### src/rtl/mem_arbiter.sv
// Two-port memory arbiter: an instruction-fetch port and a data port share one fixed-latency memory.
// Data accesses win ties, except that a fetch pending through STARVE_LIMIT data grants wins the next one.
module mem_arbiter #(
  parameter int unsigned MEM_LATENCY  = 2,
  parameter int unsigned STARVE_LIMIT = 4
) (
  input  logic        clk,
  input  logic        rst,
  input  logic        if_req,
  input  logic [31:0] if_addr,
  output logic [31:0] if_rdata,
  output logic        if_ready,
  input  logic        dm_req,
  input  logic        dm_we,
  input  logic [31:0] dm_addr,
  input  logic [31:0] dm_wdata,
  output logic [31:0] dm_rdata,
  output logic        dm_ready,
  output logic        mem_en,
  output logic        mem_we,
  output logic [31:0] mem_addr,
  output logic [31:0] mem_wdata,
  input  logic [31:0] mem_rdata,
  output logic        stall
);

  localparam int unsigned CW = 4;

  typedef enum logic [1:0] {IDLE, ISSUE, WAIT, RESP} state_t;

  state_t        state_q, state_d;
  logic [CW-1:0] starve_q, starve_d;
  logic [CW-1:0] lat_q, lat_d;
  logic          win_if_q, win_if_d;
  logic          we_q, we_d;
  logic          mem_en_q, mem_en_d;
  logic          mem_we_q, mem_we_d;
  logic [31:0]   mem_addr_q, mem_addr_d;
  logic [31:0]   mem_wdata_q, mem_wdata_d;
  logic [31:0]   if_rdata_q, if_rdata_d;
  logic [31:0]   dm_rdata_q, dm_rdata_d;
  logic          if_ready_q, if_ready_d;
  logic          dm_ready_q, dm_ready_d;
  logic          grant_if;

  // Fetch wins when alone, or when it has waited out STARVE_LIMIT data grants.
  assign grant_if = if_req & (~dm_req | (starve_q == CW'(STARVE_LIMIT)));

  // Next-state and next-output logic.
  always_comb begin
    state_d     = state_q;
    starve_d    = starve_q;
    lat_d       = lat_q;
    win_if_d    = win_if_q;
    we_d        = we_q;
    mem_en_d    = 1'b0;
    mem_we_d    = 1'b0;
    mem_addr_d  = mem_addr_q;
    mem_wdata_d = mem_wdata_q;
    if_rdata_d  = if_rdata_q;
    dm_rdata_d  = dm_rdata_q;
    if_ready_d  = 1'b0;
    dm_ready_d  = 1'b0;

    case (state_q)
      IDLE: begin
        if (if_req | dm_req) begin
          state_d  = ISSUE;
          win_if_d = grant_if;
          mem_en_d = 1'b1;
          if (grant_if) begin
            we_d        = 1'b0;
            mem_addr_d  = if_addr;
            mem_wdata_d = 32'h0;
            starve_d    = '0;
          end else begin
            we_d        = dm_we;
            mem_we_d    = dm_we;
            mem_addr_d  = dm_addr;
            mem_wdata_d = dm_wdata;
            if (!if_req) begin
              starve_d = '0;
            end else if (starve_q != CW'(STARVE_LIMIT)) begin
              starve_d = starve_q + CW'(1);
            end
          end
        end
      end
      ISSUE: begin
        state_d = WAIT;
        lat_d   = CW'(MEM_LATENCY - 1);
      end
      WAIT: begin
        if (lat_q == '0) begin
          state_d = RESP;
          if (win_if_q) begin
            if_rdata_d = mem_rdata;
            if_ready_d = 1'b1;
          end else begin
            if (!we_q) dm_rdata_d = mem_rdata;
            dm_ready_d = 1'b1;
          end
        end else begin
          lat_d = lat_q - CW'(1);
        end
      end
      RESP: begin
        state_d = IDLE;
      end
      default: begin
        state_d = IDLE;
      end
    endcase
  end

  // State and registered outputs; reset drops any access in flight.
  always_ff @(posedge clk) begin
    if (rst) begin
      state_q     <= IDLE;
      starve_q    <= '0;
      lat_q       <= '0;
      win_if_q    <= 1'b0;
      we_q        <= 1'b0;
      mem_en_q    <= 1'b0;
      mem_we_q    <= 1'b0;
      mem_addr_q  <= 32'h0;
      mem_wdata_q <= 32'h0;
      if_rdata_q  <= 32'h0;
      dm_rdata_q  <= 32'h0;
      if_ready_q  <= 1'b0;
      dm_ready_q  <= 1'b0;
    end else begin
      state_q     <= state_d;
      starve_q    <= starve_d;
      lat_q       <= lat_d;
      win_if_q    <= win_if_d;
      we_q        <= we_d;
      mem_en_q    <= mem_en_d;
      mem_we_q    <= mem_we_d;
      mem_addr_q  <= mem_addr_d;
      mem_wdata_q <= mem_wdata_d;
      if_rdata_q  <= if_rdata_d;
      dm_rdata_q  <= dm_rdata_d;
      if_ready_q  <= if_ready_d;
      dm_ready_q  <= dm_ready_d;
    end
  end

  assign mem_en    = mem_en_q;
  assign mem_we    = mem_we_q;
  assign mem_addr  = mem_addr_q;
  assign mem_wdata = mem_wdata_q;
  assign if_rdata  = if_rdata_q;
  assign dm_rdata  = dm_rdata_q;
  assign if_ready  = if_ready_q;
  assign dm_ready  = dm_ready_q;
  assign stall     = (if_req & ~if_ready_q) | (dm_req & ~dm_ready_q);

endmodule

### config.mk
export PLATFORM = sky130hd
export DESIGN_NAME = mem_arbiter
export DESIGN_NICKNAME = d
export VERILOG_FILES = /design/src/rtl/mem_arbiter.sv
export SDC_FILE = /design/constraint.sdc
export NUM_CORES = 1
export LEC_CHECK = 0
export CORE_ASPECT_RATIO = 2
export CORE_MARGIN = 5
export CORE_UTILIZATION = 43
export DETAILED_ROUTE_END_ITERATION = 7
export PLACE_DENSITY_LB_ADDON = 0.25
export SYNTH_ARGS = -nofsm -noshare
export SYNTH_HDL_FRONTEND = slang
export SYNTH_SLANG_ARGS = --single-unit
export TNS_END_PERCENT = 10
### constraint.sdc
create_clock -name clk -period 2.1 [get_ports clk]
set_input_delay 0.315 -clock clk [delete_from_list [all_inputs] [get_ports clk]]
set_output_delay 0.315 -clock clk [all_outputs]
set_load 0.1 [all_outputs]
==> impl_metrics.json <==
{
  "outcome": "complete, no violations",
  "fin_crit_sh": 0.9567,
  "placed_cell_area_sq_um": 8765,
  "relSlewSlack": 0.6751,
  "clkLatencyLatePin_ns": 0.41,
  "synthFlopType": "dfxtp_1",
  "max_freq_ghz": 0.4977,
  "dp_hpwl_mm": 14.22,
  "cts_tree": "done",
  "cp_slowest_cell": "clkdlybuf4s50_1",
  "die_height_um": 180.6,
  "synth-edff-count": 0,
  "rows": 62,
  "globalRouteOverflowTotal": 0,
  "postCtsSetupBuffers": 0,
  "async_reset_ff_frac": 0,
  "syn_nets": 856,
  "num_vias": 6117,
  "p_per_area_nw_per_um2": 1334,
  "synth_cell_type_count": 40,
  "cts.path.max_buffers": 2,
  "regToRegSetupSlack_ns": 0.40,
  "initial_utilization": 0.4358,
  "worst_setup_path_start_kind": "input pin",
  "drtPass1Iterations": 4,
  "post_cts_resized": 0,
  "drt_iter0_drc": 178,
  "drc": 0,
  "antenna_found_initial": 0,
  "areaGrowthSynthToFinish_pct": 49.09,
  "fp.coreArea_sq_um": 14350,
  "hold_violations": 0,
  "finalPower_uw": 12440,
  "crit_type": "in -> out",
  "viasPerCell": 5.296,
  "wl_per_cell_um": 17.22,
  "antenna_cells": 0,
  "gp_congestion": 0.8091,
  "grt_pass1_wl_mm": 31.06,
  "finalSetupViolations": 0,
  "layout_commonest_cell": "buf_4",
  "grt_pass1_vias": 6008,
  "layout_common_cells": "buf_4 (156), dfxtp_1 (144), clkdlybuf4s50_1 (131)",
  "layout-drive-gt1-share": 0.2087,
  "avgSynthCellArea_sq_um": 8.736,
  "io_pins": 266,
  "finalClockSkew_ns": 0.01230,
  "finalInstanceArea_sq_um": 9325,
  "cp_top_family": "buffers and inverters",
  "min_period_ns": 2.009,
  "drv_slew": 0,
  "synth-seq-cells": 144,
  "cp_cell_sequence": "clkdlybuf4s50_1 > clkinv_1 > o22ai_2 > buf_12",
  "grt_max_degree": 67,
  "cap_violations": 0,
  "synth_cells": 716,
  "grt_setup_unrepaired": "no",
  "wl_mm": 19.89,
  "p_leak_uw": 0.003619,
  "hp-class": "in -> reg",
  "required_ns": 1.78,
  "tightest_slew_ns": 0.4868,
  "netlist_area_sq_um": 6255,
  "slowest_delay_ns": 0.59,
  "port-buffer-count": 265,
  "cp.buffers_inverters": 3,
  "finalNetCount": 1090,
  "cts_num_sinks": 144,
  "critPathArrivalTime_ns": 1.69,
  "grt_use_total": 0.2282,
  "numCtsBuffers": 17,
  "crit_path_end_kind": "output port",
  "fp.dieW_um": 95.28,
  "peakVddDrop_mv": 0.7646,
  "root_buffer": "clkbuf_16",
  "yosysWarnings": 0,
  "ys_seq_area_frac": 0.4609,
  "holdBufCountCts": 0,
  "dieArea_sq_um": 17200,
  "cts.clk_slew.worst_paths_ns": 0.07,
  "cp_max_fo": 9,
  "drtAntennaViolNets": 0,
  "setup_tns_ns": 0,
  "htreeDepth": 4
}
## report_power, final
part	switching, uW	internal, uW	total (uW)
Combinational	4590	1510	6110
Sequential	254	3200	3460
Clock	1290	1580	2880
Total	6140	6300	12400
## cell type report
cell class	instances	area (sq um)
fill	1241	5026
multi-input combinational	484	2985
sequential	144	2883
timing repair buffer	294	2623
clock buffer	18	439.2
tap	192	240.2
clock inverter	14	121.4
inverter	9	33.78
## path summary, 6_finish.rpt
path                              startpoint      endpoint  depth (start not counted)
worst max-delay path                  dm_req         stall                          4
worst max register to register    state_q[0]      lat_q[0]                          7
worst min-delay path                     rst  if_rdata[19]                          2
worst min register to register  mem_wdata[8]  mem_wdata[8]                          2
## synthesized netlist by cell type, types with 32 or more instances
cell,instances,area (sq um)
o21ai_0,36,180.2
clkbuf_1,34,127.6
nor2_1,34,127.6
nand4_1,33,206.5
nand2_1,37,138.9
o211ai_1,33,247.7
buf_2,32,160.2
nand2b_1,67,419.2
mux2i_1,33,330.3
nand3_1,66,330.3
a311oi_1,32,280.3
dfxtp_1,144,2883
a21oi_1,72,360.4
## metrics by stage
step | instances | setup WS (ns) | utilization | hold slack, ns
3_3_place_gp | 1123 | 0.1144 | 0.6107 | 0.4428
3_5_place_dp | 1123 | 0.07577 | 0.6107 | 0.4483
6_report | 1155 | 0.09092 | 0.6498 | 0.3433
2_1_floorplan | 716 | 0.1438 | - | 0.4573
4_1_cts | 1155 | 0.06224 | 0.6498 | 0.3192
5_1_grt | 1155 | 0.01746 | 0.6498 | 0.3497
## cell families (layout without fill, tap and decap cells)
logic type	Yosys count	after routing	share of synthesized area
buf+inv	88	335	0.06361
compound gates	183	183	0.1840
mux	33	33	0.05281
simple gates	261	261	0.2246
flops	144	144	0.4609
fa+ha+maj	7	7	0.01400
## registers in the layout, summed over array words and instances (netlist names), 2 cells and up
signal and count:
dm_rdata 32, if_rdata 32, lat_q 4, mem_addr 32, mem_wdata 32, starve_q 4, state_q 2
## metal layers
metal / vias up / track usage / part of all wire
li1: 3039 / - / -
met1: 2843 / 0.2368 / 0.36
met2: 202 / 0.4162 / 0.54
met3: 33 / 0.05976 / 0.071
met4: 0 / 0.09774 / 0.030
met5: - / 0 / 0
No activity file was read; power rests on OpenSTA's default activity.
